[config.mk]
export PLATFORM = sky130hd
export DESIGN_NAME = jtag_scan_ctrl
export DESIGN_NICKNAME = d
export VERILOG_FILES = /design/src/rtl/jtag_scan_ctrl.sv
export SDC_FILE = /design/constraint.sdc
export NUM_CORES = 1
export LEC_CHECK = 0
export CORE_MARGIN = 5
export CORE_UTILIZATION = 51
export DETAILED_ROUTE_END_ITERATION = 10
export HOLD_SLACK_MARGIN = 0.15
export PLACE_DENSITY = 0.76
export REMOVE_ABC_BUFFERS = 1
export SLEW_MARGIN = 20
export SYNTH_ARGS = -nofsm -noshare
export SYNTH_HDL_FRONTEND = slang
export SYNTH_SLANG_ARGS = --single-unit
[constraint.sdc]
create_clock -name clk_in -period 6.2 [get_ports clk_in]
set_clock_uncertainty 0.1 [all_clocks]
set_input_delay 0.62 -clock clk_in [delete_from_list [all_inputs] [get_ports clk_in]]
set_output_delay 0.62 -clock clk_in [all_outputs]
set_load 0.01 [all_outputs]
[src/rtl/jtag_scan_ctrl.sv]
// jtag_scan_ctrl: JTAG TAP reset/IR/DR/idle sequencer; define JTAG_SCAN_TRST_EN to add active-low jtag_trst
module jtag_scan_ctrl #(
  parameter int CLK_DIV = 4,
  parameter int MAX_LEN = 64
) (
  input  logic               clk_in,
  input  logic               reset,
  input  logic               req_valid,
  output logic               req_ready,
  input  logic [1:0]         req_op,
  input  logic [6:0]         req_len,
  input  logic [MAX_LEN-1:0] req_data,
  output logic               rsp_valid,
  output logic [MAX_LEN-1:0] rsp_data,
  output logic               busy,
  output logic               jtag_tck,
  output logic               jtag_tms,
  output logic               jtag_tdi,
`ifdef JTAG_SCAN_TRST_EN
  output logic               jtag_trst,
`endif
  input  logic               jtag_tdo
);
  localparam int IW = $clog2(MAX_LEN);
  localparam logic [1:0] OP_RST = 2'b00, OP_IR = 2'b01, OP_WAIT = 2'b11;
  typedef enum logic [2:0] {IDLE, HEADER, SHIFT, TRAILER, DONE} state_t;
  state_t state, state_n;
  logic [1:0] op;
  logic [MAX_LEN-1:0] data;
  logic [6:0] n, idx, lim, hdr_len, eff_len;
  logic [5:0] hdr_pat;
  logic [8:0] div_cnt;
  logic tms_q, active, accept, pend, rise, last, scan;
  assign accept = req_valid && req_ready;
  assign active = state == HEADER || state == SHIFT || state == TRAILER;
  assign scan = op == OP_IR || op == 2'b10;
  assign pend = div_cnt == 9'(2 * CLK_DIV - 1);
  assign rise = div_cnt == 9'(CLK_DIV);
  assign lim = state == HEADER ? hdr_len : state == SHIFT ? n : 7'd2;
  assign last = idx == lim - 7'd1;
  assign eff_len = req_len == 7'd0 ? 7'd1 : req_len > 7'(MAX_LEN) ? 7'(MAX_LEN) : req_len;
  assign req_ready = state == IDLE;
  assign busy = !req_ready;
  assign rsp_valid = state == DONE;
  assign jtag_tck = active && div_cnt >= 9'(CLK_DIV);
  assign jtag_tms = state == HEADER ? hdr_pat[idx[2:0]] :
                    state == SHIFT ? scan && last :
                    state == TRAILER ? idx == 7'd0 : tms_q;
  assign jtag_tdi = state == SHIFT && scan && data[idx[IW-1:0]];
  always_comb begin
    state_n = state;
    case (state)
      IDLE:    if (accept) state_n = req_op == OP_WAIT ? (req_len == 7'd0 ? DONE : SHIFT) : HEADER;
      HEADER:  if (pend && last) state_n = op == OP_RST ? DONE : SHIFT;
      SHIFT:   if (pend && last) state_n = scan ? TRAILER : DONE;
      TRAILER: if (pend && last) state_n = DONE;
      default: state_n = IDLE;
    endcase
  end
  always_ff @(posedge clk_in) begin
    if (reset) begin
      state <= IDLE;
      tms_q <= 1'b1;
      rsp_data <= '0;
      div_cnt <= '0;
      idx <= '0;
    end else begin
      state <= state_n;
      if (active) tms_q <= jtag_tms;
      if (accept) begin
        op <= req_op;
        data <= req_data;
        n <= req_op == OP_WAIT ? req_len : eff_len;
        hdr_pat <= req_op == OP_RST ? 6'b011111 : req_op == OP_IR ? 6'b000011 : 6'b000001;
        hdr_len <= req_op == OP_RST ? 7'd6 : req_op == OP_IR ? 7'd4 : 7'd3;
        rsp_data <= '0;
        div_cnt <= '0;
        idx <= '0;
      end else if (active) begin
        div_cnt <= pend ? 9'd0 : div_cnt + 9'd1;
        if (pend) idx <= last ? 7'd0 : idx + 7'd1;
        if (state == SHIFT && scan && rise) rsp_data[idx[IW-1:0]] <= jtag_tdo;
      end
    end
  end
`ifdef JTAG_SCAN_TRST_EN
  logic trst_q;
  always_ff @(posedge clk_in) trst_q <= !reset;
  assign jtag_trst = trst_q && !(state == HEADER && op == OP_RST && idx < 7'd5);
`endif
endmodule

### After elaboration in Yosys (flattened, before gate mapping)

Cells that the tools add are included.

* mux-type cells: 28
* reduce and logical (&&, ||, !) cells: 22
* add/sub/neg operators: 3
* bitwise gates (word level): 1
* magnitude comparators: 5
* equality and inequality tests: 15

Operators by type and width (number)
* bitwise mux 64 bit: 1
* two-way mux 7 bit: 6
* two-way mux 3 bit: 9
* equality test 9 x 3 -> 1 bit, second input constant: 2
* zero test 7 bit: 2
* one-hot mux 3 bit (4 select lines): 1
* adder 9 x 1 -> 9 bit, second input constant: 1
* >= comparator 9 x 3 -> 1 bit, second input constant: 1
* two-way mux 9 bit: 1
* logical AND 1 bit: 8
* != test 2 x 1 -> 1 bit, second input constant: 4
* adder 7 x 1 -> 7 bit, second input constant: 1
* equality test 7 bit: 1
* > comparator 7 bit, second input constant: 1
* < comparator 6 x 7 -> 1 bit, second input constant: 1
* subtractor 7 x 1 -> 7 bit, second input constant: 1
* binary-select mux 1 bit (select 6 bit): 1
* demux 1 bit (select 6 bit): 1
* equality test 3 x 2 -> 1 bit, second input constant: 2
* >= comparator 6 x 1 -> 1 bit, second input constant: 1
* two-way mux 1 bit: 6
* AND reduction 2 bit: 3
* equality test 2 x 1 -> 1 bit, second input constant: 2
* equality test 2 bit, second input constant: 2
* 12 further kinds: 15

* input bits: 77
* register bits after elaboration: 170

### Longest topological paths before layout

Gate-level depths: netlist of the first run.

* depth in word-level cells: 8
* mapped depth: 12
* gate-level depth less buffers: 11

### Worst setup path before layout of the first run

No wires, ideal clock.

* path type: reg2reg
* from: reg state[0]
* to: reg data[0] (enable)
* cell stages (with the launch flop): 7
* data arrival time: 4.369 ns
* buffers on the path: 1
* slack: 1.219 ns
* setup time: 0.513 ns
* data required time: 5.587 ns
* period minus slack after synthesis: 4.981 ns
* cells stage by stage: dfxtp_1 buf_2 nor2_1 nand2_1 inv_1 nand2_1 nor2_1

* word-level cells in the longest chain between the ends: 3

RTL lines
* start: declaration: line 27 `state_t state, state_n;`
* start signal: assignment: line 68 `state <= state_n;`
* zero test 3 bit: line 42 `assign req_ready = state == IDLE;`
* named net req_ready: line 9 `output logic req_ready,`
* logical AND 1 bit: line 34 `assign accept = req_valid && req_ready;`
* AND reduction 2 bit (no line)
* end signal: assignment: line 72 `data <= req_data;`
* end: declaration: line 29 `logic [MAX_LEN-1:0] data;`

The timed path passes the listed nets, and every way through them passes these cells.
A chain may end at the register's enable or synchronous reset.

### Worst setup path in the final report of the first run

* from: reg state[1]
* to: out jtag_tms

* word-level cells in the longest chain between the ends: 8
* elaborated cells on any way between the ends: 11
* classes of those cells: add/sub (1); eq/ne (4); mux (5); reduce/logical (1)

RTL lines
* equality test 3 x 2 -> 1 bit: line 39, 47
* two-way mux 7 bit (2 in series): line 39 `assign lim = state == HEADER ? hdr_len : state == SHIFT ? n : 7'd2;`
* subtractor 7 x 1 -> 7 bit: line 40 `assign last = idx == lim - 7'd1;`
* equality test 7 bit: line 40
* logical AND 1 bit: line 47 `state == SHIFT ? scan && last :`
* two-way mux 1 bit: line 47
* two-way mux 1 bit (*): line 46 `assign jtag_tms = state == HEADER ? hdr_pat[idx[2:0]] :`
* end: declaration: line 17 `output logic jtag_tms,`

Every way passes the cells marked *; elsewhere a longest branch is shown, timed or not.

==> results by stage, run 1 <==
GRT:
- The largest net degree at the start of global routing is 78.
- The combined global-route utilization of all metal layers is 22.3%.
- The initial antenna violation count came to 0.
- The aggregate global routing overflow is 0.
- The global-route wire length before repair is 28800 um.
- The via count of the first global-routing pass is 5656.

Worst setup path:
- The worst register-to-register path has a depth of 10.
- The reg-to-reg startpoint is state[1]$_SDFFE_PP0P_.
- The biggest fanout along the worst timing path is 14.
- The kind of end point of the critical path is a primary output.
- The startpoint class of the critical path is a flip-flop.
- At the worst endpoint, the required time is 5.48 ns.
- The worst setup path category is reg -> out.
- STA puts the critical path data arrival time at 4.19 ns.
- The worst reg-to-reg setup slack is 2.63 ns.
- The endpoint identified for the worst register-to-register timing path is state[0]$_SDFFE_PP0P_.

Synthesis:
- The post-synthesis async set-or-reset flop share is 0%.
- The number of enable flip-flop cells after synthesis is 77.
- Counting every instance in the synthesized netlist gives 699.
- The commonest cells after synthesis are sky130_fd_sc_hd__nand2_1 (124), sky130_fd_sc_hd__dfxtp_1 (84), sky130_fd_sc_hd__edfxtp_1 (77), sky130_fd_sc_hd__nor2_1 (59), sky130_fd_sc_hd__a21oi_1 (55).
- The cell area that synthesis handed to floorplanning was 7170 sq um.
- The cell with the most instances after synthesis is sky130_fd_sc_hd__nand2_1.
- Yosys mapped the design onto 61 distinct sky130hd cell types.
- The synthesized design spends more area on one cell type than any other, namely sky130_fd_sc_hd__edfxtp_1.
- The area share of the largest cell type after synthesis is 32.2%.
- The synthesized design contains 161 register bits.
- Sequential cells were found to cover 55.7% of the synthesized design area.
- In this run the mean area of a mapped cell was 10.3 sq um.
- The number of warnings issued by yosys is 0.
- By area the synthesized netlist is led by sky130_fd_sc_hd__edfxtp_1 (32%), sky130_fd_sc_hd__dfxtp_1 (23%), sky130_fd_sc_hd__nand2_1 (6.5%).
- Among all flip-flop cells after synthesis, the most frequent one is sky130_fd_sc_hd__dfxtp_1.

Routing:
- The average routed wire per standard cell is 18.0 um.
- After detailed routing, the total wire length is 18300 um.
- The routed via count is 5706.
- The number of nets still failing antenna checks after routing is 0.
- The detailed-routing iteration count for the pre-antenna-repair pass is 6.
- The detailed router finished its first iteration with 477 violations.
- The total DRC errors in the routed layout is 0.
- After detailed routing, the number of vias per cell comes to 5.63.

Clock tree:
- The CTS tree is yes.
- Clock-pin slew was measured on the worst setup and hold paths at 0.06 ns.
- In this run, CTS created clock tree buffers numbering 17.
- Counting along the longest clock path gives a buffer depth of 2.
- The number of hold buffers added after CTS was 0.
- The number of clock sinks is 161.
- The clock reaches the later pin of the worst-skew pair after 0.43 ns.
- The clock root buffer is sky130_fd_sc_hd__clkbuf_16.
- The post-CTS setup-driven buffer insertion count is 0.
- The maximum level of the CTS H-tree is 4.
- The number of instances resized during post-cts repair is 0.

Power and ir drop:
- Summed over all cells, the static leakage comes to 3.25 nW.
- Dividing total power by cell area gives a power density of 307 nW/um^2.
- IR analysis of the VDD net gives a maximum drop of 241 uV.

Floorplanning:
- During I/O placement, the number of pins put on the boundary was 147.
- The area of the die is 16500 sq um.
- The die outline width is 129 um.
- The core region area is 13800 sq um.
- Once the floorplan was initialized, standard cells occupied 51.9% of the core.
- The floorplan has 43 rows.
- The die is 129 um tall.

Placement:
- The quantity of I/O buffers inserted on ports is 146.
- The worst slack at placement is 1.81 ns.
- The congestion estimate from routability-driven global placement came to 0.839.
- After legalization and detailed placement, the total HPWL measured 12700 um.

STA:
- In the post-route analysis, the smallest setup slack over all paths is 1.29 ns.
- The final sum of negative setup slack is 0 ns.
- After layout, the minimum clock period comes to 4.91 ns.
- The post-route clock period utilization is 79.3%.
- Setup violations remaining at the end of the flow were counted as 0.
- Static timing analysis puts the maximum clock frequency at 203 MHz.
- The number of hold-slack violations in the final timing report is 0.
- The final number of max-transition violations is 0.
- The worst-margin pin slew is 1.09 ns.
- The headroom to the max-slew limit is 27.6%.
- Setup repair after global routing left no endpoint under its margin.

Layout:
- The filler cells instantiated in the layout total 1018.
- The number of nets in the layout is 904.
- The total inserted antenna cells is 0.
- The fraction of final layout cells sized beyond drive strength 1 is 8.39%.
- From synthesis to final layout, the design area changed by 30.0%.

Job:
- The number of violations of the max-capacitance limit is 0.

Worst hold path:
- The path class of the lowest-slack min-delay path is reg -> reg.
- The path with the worst hold slack has its endpoint at rsp_data[25]$_SDFFE_PP0P_.
- The worst hold path begins at rsp_data[25]$_SDFFE_PP0P_.
- Along the worst hold path, the cell count comes to 2.

Outcome:
- The flow ran to the end, and the final reports show no timing, DRC or antenna violations.
## critical path, cell delays in order (launching register included)
cell and delay, ns:
sky130_fd_sc_hd__dfxtp_1 0.59, sky130_fd_sc_hd__nand2b_1 0.18, sky130_fd_sc_hd__o32ai_2 0.43, sky130_fd_sc_hd__ha_1 0.38
sky130_fd_sc_hd__nand4bb_1 0.13, sky130_fd_sc_hd__o41ai_1 0.30, sky130_fd_sc_hd__nor3_1 0.12, sky130_fd_sc_hd__xnor2_1 0.20
sky130_fd_sc_hd__o2111ai_2 0.29, sky130_fd_sc_hd__or2_1 0.35, sky130_fd_sc_hd__o211ai_1 0.22, sky130_fd_sc_hd__clkdlybuf4s50_1 0.57
## cells in the final DEF (no fill, tap or decap), types with 6 or more instances in the layout
cell type	n
sky130_fd_sc_hd__edfxtp_1	77
sky130_fd_sc_hd__o21ai_0	13
sky130_fd_sc_hd__mux4_2	12
sky130_fd_sc_hd__nor3_1	8
sky130_fd_sc_hd__dfxtp_1	83
sky130_fd_sc_hd__nand3_1	49
sky130_fd_sc_hd__clkdlybuf4s50_1	145
sky130_fd_sc_hd__a21oi_1	55
sky130_fd_sc_hd__inv_1	8
sky130_fd_sc_hd__mux2i_1	35
sky130_fd_sc_hd__nor2b_1	6
sky130_fd_sc_hd__clkbuf_16	17
sky130_fd_sc_hd__nor2_1	58
sky130_fd_sc_hd__ha_1	6
sky130_fd_sc_hd__xor2_1	11
sky130_fd_sc_hd__and3_1	10
sky130_fd_sc_hd__nand2_1	123
## state kept, by name, indices dropped and copies added (netlist names)
signal    count
data         64
rsp_data     64
div_cnt       9
idx           7
n             7
state         3
hdr_len       2
hdr_pat       2
op            2
tms_q         1
## worst max-delay path by stage
stage / start / to / slack, ns / cells past startpoint
2_1_floorplan: state[0]$_SDFFE_PP0P_ / data[0]$_DFFE_PP_ / 1.29 / 5
3_3_place_gp: state[1]$_SDFFE_PP0P_ / jtag_tms / 1.86 / 11
5_1_grt: state[1]$_SDFFE_PP0P_ / jtag_tms / 0.98 / 11
4_1_cts: state[1]$_SDFFE_PP0P_ / jtag_tms / 1.30 / 11
3_5_place_dp: state[1]$_SDFFE_PP0P_ / jtag_tms / 1.81 / 11
6_report: state[1]$_SDFFE_PP0P_ / jtag_tms / 1.29 / 11
## power breakdown
part | internal (mW) | switching, mW | leakage, nW
Clock | 0.607 | 0.454 | 0.281
Sequential | 1.22 | 0.0532 | 1.39
Combinational | 0.211 | 0.316 | 1.58
Total | 2.03 | 0.824 | 3.25
## layout make-up
cell class | count | area, sq um | area share [%]
clock buffer | 18 | 429 | 4.60
clock inverter | 14 | 173 | 1.85
inverter | 13 | 48.8 | 0.523
multi-input combinational | 477 | 2960 | 31.7
sequential | 161 | 4000 | 42.9
tap | 180 | 225 | 2.42
timing repair buffer | 151 | 1490 | 16.0
## logic make-up (layout without fill, tap and decap cells)
logic type      count (synthesis)  after routing  synth area share [%]
simple gates                  300            300                  19.8
flops                         161            161                  55.7
compound gates                108            108                  9.47
buf+inv                        61            196                  3.42
mux                            47             47                  8.65
xor+xnor                       16             16                  1.95
fa+ha+maj                       6              6                  1.05
## per-stage QoR
step | total power [mW] | hold slack, ns | cells | area [sq um] | utilization, %
after floorplan | 1.61 | 0.370 | 651 | 6970 | -
after global placement | 1.80 | 0.342 | 982 | 8720 | 63.1
after detailed placement | 1.82 | 0.349 | 982 | 8720 | 63.1
after CTS | 2.87 | 0.358 | 1014 | 9320 | 67.4
after global routing | 2.98 | 0.372 | 1014 | 9320 | 67.4
final | 2.86 | 0.358 | 1014 | 9320 | 67.4
## per-layer routing
| layer | GRT usage, % | wire length (um) | vias to the layer above |
|---|---|---|---|
| met5 | 0 | 0 | - |
| met4 | 6.92 | 376 | 0 |
| met3 | 6.60 | 1260 | 35 |
| met2 | 37.3 | 9090 | 231 |
| met1 | 28.0 | 7550 | 2699 |
| li1 | - | - | 2741 |
Power figures use the tool's default switching activity.
==> run 2, diff against run 1 <==
--- a/config.mk
+++ b/config.mk
@@ -6,10 +6,10 @@
 export NUM_CORES = 1
 export LEC_CHECK = 0
 export CORE_MARGIN = 5
-export CORE_UTILIZATION = 51
+export CORE_UTILIZATION = 46
 export DETAILED_ROUTE_END_ITERATION = 10
 export HOLD_SLACK_MARGIN = 0.15
-export PLACE_DENSITY = 0.76
+export PLACE_DENSITY = 0.73
 export REMOVE_ABC_BUFFERS = 1
 export SLEW_MARGIN = 20
 export SYNTH_ARGS = -nofsm -noshare
==> constraint.sdc (replaced) <==
create_clock -name clk_in -period 4.39 [get_ports clk_in]
set_clock_uncertainty 0.1 [all_clocks]
set_input_delay 0.439 -clock clk_in [delete_from_list [all_inputs] [get_ports clk_in]]
set_output_delay 0.439 -clock clk_in [all_outputs]
set_load 0.01 [all_outputs]
==> results by stage, run 2 (same netlist as run 1, synthesis figures left out) <==
Routing:
- The iteration-0 DRC count of the detailed router is 398 (-17%).
- The highest metal layer with signal wires is met4.
- The met3 layer wire length in the routed design is 1300 um (+2.5%).
- The number of nets still failing antenna checks after routing is 0 (unchanged).
- The total DRC errors in the routed layout is 0 (unchanged).
- The routed via count came to 5706 (unchanged).
- The detailed-routed wire length on met2 is 8500 um (-6.4%).
- The met1 routed wirelength after detailed routing was 7360 um (-2.5%).
- The detailed-routing iteration count for the pre-antenna-repair pass is 5 (-1).
- The routed wire length was 17500 um (-4.4%).
- The average vias per placed instance was 5.42 (-3.7%).
- The average routed wire per standard cell was 16.6 um (-7.9%).

Power and ir drop:
- The total power draw is 3.99 mW (+40%).
- The power share of the clock group is 35.7% (-1.4 points).
- The reported net switching power was 1.11 mW (+35%).
- The leakage power of the design is 3.28 nW (+1.0%).
- The power per unit of standard cell area is 424 nW/um^2 (+38%).
- The proportion of power drawn by flip-flops and latches is 45.0% (+0.6 points).
- The internal power contribution is 2.88 mW (+42%).
- The largest voltage drop on the vdd net is 272 uV (+12%).
- The switching share of total power is 27.8% (-1.0 points).
- The combinational group share of total power is 19.4% (+1.0 points).

Placement:
- The worst slack at placement came to 0.474 ns (-1.33 ns).
- The post-detailed-placement half-perimeter wirelength is 12600 um (-0.65%).
- The post-detailed-placement cell area is 8810 sq um (+1.0%).
- The quantity of I/O buffers inserted on ports came to 146 (unchanged).
- The routability-driven placement congestion ratio is 0.858 (+2.3%).

STA:
- The worst-margin pin slew is 0.944 ns (-0.142 ns).
- The final critical-path setup slack is 0.268 ns (-1.02 ns).
- Setup repair after global routing left no endpoint under its margin.
- The final period demand of the worst path is 4.12 ns.
- The maximum clock rate is 243 MHz.
- The final number of max-transition violations is 0 (unchanged).
- The headroom to the max-slew limit is 37.1% (+9.4 points).
- The setup-violating endpoint count in the final report is 0 (unchanged).
- The post-route clock period utilization is 93.9%.
- The number of hold-slack violations in the final timing report is 0 (unchanged).

Worst setup path:
- The peak per-stage delay on the critical path is 0.58 ns (about the same).
- The endpoint arrival time on the critical path was 3.58 ns (-0.61 ns).
- The number of cells on the critical path is 11 (unchanged).
- The critical path is of the reg -> out type.
- The worst-path cell with the longest stage delay is sky130_fd_sc_hd__clkdlybuf4s50_1.
- The startpoint class of the critical path is a flip-flop.
- The number of cells on the worst reg-to-reg path came to 11 (+1).
- The biggest fanout along the worst timing path is 16 (+2).
- The data required time at the worst endpoint came to 3.85 ns (-1.63 ns).
- On the critical path the largest part of the delay comes from compound AO/OA/AOI/OAI gates.
- Walking the worst path, the cells encountered are nand2b_1 > o32ai_4 > ha_2 > nand4bb_1 > o41ai_1 > nor3_1 > xnor2_1 > o2111ai_2 > or2_1 > o211ai_1 > clkdlybuf4s50_1.
- The buffer and inverter count on the worst path is 1 (unchanged).
- STA classifies the critical path endpoint as a primary output.

Clock tree:
- The post-CTS setup-driven buffer insertion count was 0 (unchanged).
- The worst-skew pair later-pin latency came to 0.42 ns (about the same).
- The clock transition at the registers of the reported paths is 0.06 ns (about the same).
- The number of clock sinks is 161 (unchanged).
- The maximum level of the CTS H-tree is 4 (unchanged).
- The cts-stage hold buffer count came to 0 (unchanged).
- In this run the clock root is driven by a sky130_fd_sc_hd__clkbuf_16.
- The total CTS buffers was 17 (unchanged).
- The number of buffers on the longest clock path was 2 (unchanged).
- TritonCTS built the clock tree.

Layout:
- The number of nets in the layout was 912 (+0.88%).
- In the layout the commonest cells are sky130_fd_sc_hd__clkdlybuf4s50_1 (145), sky130_fd_sc_hd__nand2_1 (123), sky130_fd_sc_hd__dfxtp_1 (81), sky130_fd_sc_hd__edfxtp_1 (77), sky130_fd_sc_hd__nor2_1 (58).
- The total inserted antenna cells is 0 (unchanged).
- The fraction of final layout cells sized beyond drive strength 1 came to 9.14% (+0.75 points).
- The most common cell after layout, fill and taps aside is sky130_fd_sc_hd__clkdlybuf4s50_1.
- The signed area change from the synthesized netlist to the final layout is 31.3%.
- The largest registers in the layout are data: 64 flops, rsp_data: 64 flops, div_cnt: 9 flops.
- The post-layout instance area is 9420 sq um (+1.0%).

GRT:
- The via count of the first global-routing pass is 5730 (+1.3%).
- The initial antenna violation count came to 0 (unchanged).
- The combined global-route utilization of all metal layers is 19.7% (-2.6 points).
- The largest net degree at the start of global routing is 78 (unchanged).
- The global-route wire length before repair is 28500 um (-1.1%).
- The aggregate global routing overflow is 0 (unchanged).

Floorplanning:
- The area of the die is 18200 sq um (+10%).
- The die height is 135 um (+4.9%).
- The number of placement rows is 45 (+4.7%).
- The core region area is 15300 sq um (+10%).
- The initial core utilization is 47.0% (-4.9 points).
- The count of boundary I/O pins is 147 (unchanged).
- The die outline width is 135 um (+4.9%).

Job:
- The number of violations of the max-capacitance limit was 0 (unchanged).

Worst hold path:
- The path class of the lowest-slack min-delay path is reg -> reg.
- The worst hold path stage count is 2 (unchanged).

Outcome:
- The flow ran to the end, and the final reports show no timing, DRC or antenna violations.
[run 2: cell type report]
type | count | area [sq um]
Fill cell | 1244 | 5840
Sequential cell | 161 | 4000
Multi-Input combinational cell | 477 | 2970
Timing Repair Buffer | 159 | 1570
Clock buffer | 19 | 433
Tap cell | 211 | 264
Clock inverter | 13 | 138
Inverter | 13 | 48.8
[run 2: metal layers]
layer	vias up	GRT usage [%]
met5	-	0
met4	0	6.45
met3	33	6.18
met2	215	32.1
met1	2698	25.0
li1	2760	-
[run 2: tightest hold or removal path: stages (launching register included)]
cell	delay (ns)
sky130_fd_sc_hd__dfxtp_1	0.31
sky130_fd_sc_hd__nand2_1	0.05
sky130_fd_sc_hd__a21oi_1	0.05
[run 2: repair_timing]
| item | in CTS | in global routing |
|---|---|---|
| resized for setup | 0 | 5 |
| setup endpoints to repair | 0 | 1 |
| hold endpoints to repair | 0 | 0 |
[run 2: power groups by stage]
| stage | combinational [mW] | clock, mW | sequential [mW] |
|---|---|---|---|
| finish | 0.772 | 1.42 | 1.79 |
| global placement | 0.736 | 0 | 1.82 |
| detailed placement | 0.755 | 0 | 1.82 |
| floorplan | 0.468 | 0 | 1.81 |
| global route | 0.845 | 1.51 | 1.81 |
| CTS | 0.757 | 1.45 | 1.79 |
[run 2: per-stage QoR]
| stage | instances | hold slack [ns] | setup TNS (ns) | util, % |
|---|---|---|---|---|
| 2_1_floorplan | 651 | 0.370 | -40.31 | - |
| 3_3_place_gp | 1020 | 0.342 | 0 | 57.7 |
| 3_5_place_dp | 1020 | 0.350 | 0 | 57.7 |
| 4_1_cts | 1052 | 0.359 | 0 | 61.5 |
| 5_1_grt | 1053 | 0.376 | 0 | 61.7 |
| 6_report | 1053 | 0.355 | 0 | 61.7 |
[run 2: final timing paths]
kind / start / end / slack [ns]
worst max register to register: state[0]$_SDFFE_PP0P_ / state[0]$_SDFFE_PP0P_ / 1.27
worst min-delay path: rsp_data[2]$_SDFFE_PP0P_ / rsp_data[2]$_SDFFE_PP0P_ / 0.35
worst min register to register: rsp_data[2]$_SDFFE_PP0P_ / rsp_data[2]$_SDFFE_PP0P_ / 0.35
worst max-delay path: state[0]$_SDFFE_PP0P_ / jtag_tms / 0.27
==> variant 1: new RTL, flow settings as in run 2 <==
`MAX_LEN`: 64 -> 128.
--- a/src/rtl/jtag_scan_ctrl.sv
+++ b/src/rtl/jtag_scan_ctrl.sv
@@ -3,3 +3,3 @@
   parameter int CLK_DIV = 4,
-  parameter int MAX_LEN = 64
+  parameter int MAX_LEN = 128
 ) (
Interface: changed (resized req_data and rsp_data); port bits go from 147 to 275. The function was not compared with the original's and may differ.
==> variant 1 against run 2 <==
  * Cell count grew 65%
  * Clock power grew 80%
  * Area after synthesis grew 67%
  * Count of clock-buffer cells in the layout grew 28
  * Wire length grew 110%
  * Via count grew 79%
  * Sequential cell count grew 128
  * Final area grew 72%
  * Worst setup slack lost 0.038 ns
  * Power grew 51%
  * First-iteration DRC count grew to 3.3 times the old value
==> variant 1: results (changes against run 2) <==
| Metric | Value |
|---|---|
| Met2 layer usage reported by global route | 38.8% (+6.7 points) |
| Post-place setup slack | 0.578 ns (+0.104 ns) |
| Quantity of gates resized following cts | 1 (+1) |
| Largest registers | data (128), rsp_data (128), div_cnt (9) |
| Overall routed net length | 37.0 mm (+110%) |
| Number of antenna violations at the first check in global routing | 3 (+3) |
| Instance count along the most critical hold path | 1 (-1) |
| Internal cell power | 4.68 mW (+63%) |
| Placed Instances | 1678 (+65%) |
| Detailed Place HPWL | 25.6 mm (+100%) |
| Cells after synthesis | 1119 (+60%) |
| Insertion delay to the later sink of the worst-skew pair | 0.57 ns (+0.15 ns) |
| Buffer depth of the longest clock path | 3 (+1) |
| Hold wc startpoint | req_data[79] |
| Number of flops mapped to enable cells by yosys | 141 (+83%) |
| Capturing point of the worst reg2reg path | rsp_data[113] |
| Starting DRC count in detailed routing | 1329 (+230%) |
| Hold Slack | 0.320 ns (-0.0346 ns) |
| Global-route track usage on met3 | 5.54% (-0.65 points) |
| Worst Max-Slew Pin Slew | 1.13 ns (+0.189 ns) |
| Total met2 wirelength after detailed routing | 17.2 mm (+100%) |
| Fraction of layout cells with a size suffix above 1 | 9.59% (+0.44 points) |
| R2R Setup Slk | 1.10 ns (-0.17 ns) |
| Total length of routed met3 wires | 3.82 mm (+190%) |
| Sequential cell area fraction in the yosys report | 60.0% (+4.3 points) |
| Standby leakage power | 5.18 nW (+58%) |
| Comb. pwr | 0.494 mW (-36%) |
| Clock H-tree levels | 1 (-3) |
| Global routing usage summed across all routing layers | 24.1% (+4.5 points) |
| Reg2Reg Depth | 7 (-4) |
| Top cells by count, synth | sky130_fd_sc_hd__nand3_1 (150), sky130_fd_sc_hd__dfxtp_1 (148), sky130_fd_sc_hd__o21ai_0 (147) |
| Run status | finished clean |
| Count of unique library cells instantiated by Yosys | 72 (+18%) |
| Vias/cell | 5.91 (+9.0%) |
| Count of nets after finishing | 1522 (+67%) |
| Clock group power | 2.56 mW (+80%) |
| Global-route track usage on met1 | 32.3% (+7.3 points) |
| Placement-stage cell area | 15200 um2 (+72%) |
| Global-route wire length before repair | 55.8 mm (+96%) |
-- variant 1: changes by cell type after synthesis, sizes merged, moves of 11 or more --
cell    change
dfxtp      +64
mux2       +11
clkbuf     +26
nand2      -81
mux2i      -22
nor2       -11
a21oi      +91
nand3     +101
edfxtp     +64
o21ai     +134
-- variant 1: layout make-up --
type | count | area [um2]
clock buffer | 47 | 921
clock inverter | 8 | 87.6
fill | 2087 | 9710
inverter | 14 | 52.6
multi-input combinational | 738 | 4520
sequential | 289 | 7210
tap | 335 | 419
timing repair buffer | 302 | 2990
-- variant 1: kinds of logic (layout without fill, tap and decap cells) --
logic type / Yosys count / count (layout) / share of synthesized area, %
mux: 38 / 38 / 4.74
compound gates: 351 / 351 / 16.3
fa+ha+maj: 6 / 6 / 0.625
buf+inv: 92 / 371 / 3.01
simple gates: 326 / 326 / 14.1
flops: 289 / 289 / 60.0
xor+xnor: 17 / 17 / 1.24
==> variant 2: new RTL, config.mk and constraints of run 2 <==
Made on the original files. Re-encode `state_t` (5 states) as one-hot, 5 bits wide.
--- a/src/rtl/jtag_scan_ctrl.sv
+++ b/src/rtl/jtag_scan_ctrl.sv
@@ -25,3 +25,3 @@
   localparam logic [1:0] OP_RST = 2'b00, OP_IR = 2'b01, OP_WAIT = 2'b11;
-  typedef enum logic [2:0] {IDLE, HEADER, SHIFT, TRAILER, DONE} state_t;
+  typedef enum logic [4:0] {IDLE = 5'b00001, HEADER = 5'b00010, SHIFT = 5'b00100, TRAILER = 5'b01000, DONE = 5'b10000} state_t;
   state_t state, state_n;
Formal check against the unedited RTL: no difference found for any inputs over 10 cycles, from zero or initial values and one cycle with reset high; not proved beyond that.
==> variant 2 against run 2 <==
  * Final area is 0.73% higher
  * Critical path depth is 1 lower
  * Worst setup slack better by 0.0016 ns
  * Wire length is 14% higher
  * Sequential cell count is 2 higher
  * Area after synthesis is 0.68% higher
  * Largest cell class unchanged
Power is not compared: it rests on default switching activity, and its combinational part moved more than twofold at a synthesized area within 25%.
==> variant 2: results (changes against run 2) <==
| Metric | Value |
|---|---|
| Global routing usage summed across all routing layers | 21.3% (+1.6 points) |
| RD Place Congestion | 0.845 (-1.6%) |
| Min-delay worst type | reg2reg |
| Number of antenna violations at the first check in global routing | 0 (unchanged) |
| Count of unique library cells instantiated by Yosys | 64 (+4.9%) |
| Clock transition time at the flip-flop clock pins of the worst setup and hold paths | 0.06 ns (about the same) |
| Run status | finished clean |
| Sequential cell area fraction in the yosys report | 55.9% (+0.18 points) |
| Number of flops mapped to enable cells by yosys | 77 (unchanged) |
| Hold wc startpoint | rsp_data[52] |
| VDD IR-drop max | approximately 0.00024 V |
| Starting DRC count in detailed routing | 633 (+59%) |
| Capturing point of the worst reg2reg path | state[3] |
| Global-route wire length before repair | 30.8 mm (+8.1%) |
| Detailed-route DRC error count | 0 (unchanged) |
| Largest registers | data (64), rsp_data (64), div_cnt (9) |
| Fraction of the mapped netlist area in compound gates | 14.5% (+5.0 points) |
| Count of nets after finishing | 914 (+0.22%) |
| Cell types with the largest area share after synthesis | sky130_fd_sc_hd__edfxtp_1 (32%), sky130_fd_sc_hd__dfxtp_1 (24%), sky130_fd_sc_hd__nand3_1 (6.4%), sky130_fd_sc_hd__o21ai_0 (5.6%), sky130_fd_sc_hd__a21oi_1 (5.1%) |
| Port bufs | 146 (unchanged) |
| Routed length per instance | 18.9 um (+14%) |
| Syn. warnings | 0 (unchanged) |
| Maximum number of pins on one net before global-route repair | 66 (-15%) |
| Insertion delay to the later sink of the worst-skew pair | approximately 0.43 ns |
| Fraction of layout cells with a size suffix above 1 | 8.89% (-0.26 points) |
| Multiplexer fraction of the synthesized cell area | 4.84% (-3.8 points) |
| Top cells by count, synth | sky130_fd_sc_hd__nand3_1 (92), sky130_fd_sc_hd__dfxtp_1 (86), sky130_fd_sc_hd__o21ai_0 (81) |
| Clock H-tree levels | 4 (unchanged) |
| Most used DFF post-synth | sky130_fd_sc_hd__dfxtp_1 |
| Instance count along the most critical hold path | 2 (unchanged) |
| Data arrival time of the critical path | 3.58 ns (about the same) |
| Worst-case hold path end point | rsp_data[52] |
| Clock root buffer master | sky130_fd_sc_hd__clkbuf_16 |
| Crit-path max cell delay | 0.59 ns |
| Adder and majority gate portion of the synthesized area | 1.04% (-0.0071 points) |
| R2R Setup Slk | 1.20 ns (-0.07 ns) |
| Xor/xnor cell area share of the yosys netlist | 2.31% (+0.35 points) |
| R2r startpoint | state[4] |
| Placed Instances | 1021 (+0.098%) |
| Standby leakage power | 3.07 nW |
| Vias/cell | 5.81 (+7.3%) |
| Worst Max-Slew Pin Slew | 1.12 ns (+0.181 ns) |
| Buffer depth of the longest clock path | 2 (unchanged) |
| Top fanout value on the critical path | 8 (-8) |
| Detailed Place HPWL | 14.3 mm (+14%) |
| Vias after detailed routing | 6134 (+7.5%) |
| Placement-stage cell area | 8850 um2 (+0.44%) |
| Reg2Reg Depth | 9 (-2) |
| Filler cell count in the final layout | 1242 (-0.16%) |
| Critical-path cell with the highest stage delay | sky130_fd_sc_hd__or4_4 |
| Average size of a mapped cell | 10.3 um2 (+0.11%) |
| Number of global-route vias before repair | 5956 (+3.9%) |
-- variant 2: cell count changes in the layout (fill, tap and decap cells not counted), sizes merged, moves of 5 or more --
cell,delta
a21oi,+19
a31oi,+5
mux2i,-23
nand2,-91
nand3,+43
nor2,-20
o21ai,+67
-- variant 2: cell families after synthesis --
kind of cell | after synthesis
buf+inv | 63
mux | 23
xor+xnor | 19
fa+ha+maj | 6
compound gates | 189
flops | 163
simple gates | 240
-- variant 2: where the power goes --
part | switching (mW) | leakage, nW | total, mW | internal [mW]
Combinational | 0.123 | 1.37 | 0.238 | 0.115
Sequential | 0.0238 | 1.41 | 1.67 | 1.65
Clock | 0.627 | 0.294 | 1.53 | 0.907
Total | 0.774 | 3.07 | 3.44 | 2.67
-- variant 2: metal layers --
layer  part of all wire (%)  global-route usage [%]
met5                      0                       0
met4                    1.8                    7.45
met3                    9.1                    5.79
met2                     48                    34.4
met1                     41                    27.6
-- variant 2: worst max-delay path by stage --
stage / endpoint / slack [ns] / start
global placement: jtag_tms / 0.51 / state[1]
detailed placement: jtag_tms / 0.50 / state[4]
global route: jtag_tms / 0.04 / state[4]
CTS: jtag_tms / 0.02 / state[4]
finish: jtag_tms / 0.27 / state[4]
floorplan: data[0] / -1.21 / state[2]
-- variant 2: repair_timing --
| action | 4_1_cts | 5_1_grt |
|---|---|---|
| gates resized for setup | 0 | 2 |
| setup endpoints to repair | 0 | 1 |
| setup buffers | 0 | 2 |
-- variant 2: final cells by class --
cell class / instances / area [um2] / share of cell area, %
Clock buffer: 19 / 433 / 4.56
Sequential cell: 163 / 4040 / 42.5
Timing Repair Buffer: 160 / 1570 / 16.6
Tap cell: 211 / 264 / 2.78
Multi-Input combinational cell: 477 / 2960 / 31.2
Clock inverter: 13 / 173 / 1.82
Inverter: 12 / 45.0 / 0.475
-- variant 2: per-stage QoR --
stage               hold slack [ns]  setup WS, ns
floorplan                     0.362         -1.21
global placement              0.360         0.513
detailed placement            0.369         0.501
CTS                           0.378        0.0250
global route                  0.387        0.0395
finish                        0.374         0.270
-- variant 2: critical path, delay by kind of cell, from the launching register on --
| kind | cells | cell delay [ns] |
|---|---|---|
| AO/OA/AOI/OAI | 2 | 0.40 |
| XOR/XNOR | 1 | 0.14 |
| adder cells (fa/ha/maj) | 1 | 0.26 |
| buffers and inverters | 1 | 0.54 |
| flip-flops | 1 | 0.40 |
| AND/OR/NAND/NOR | 5 | 1.41 |
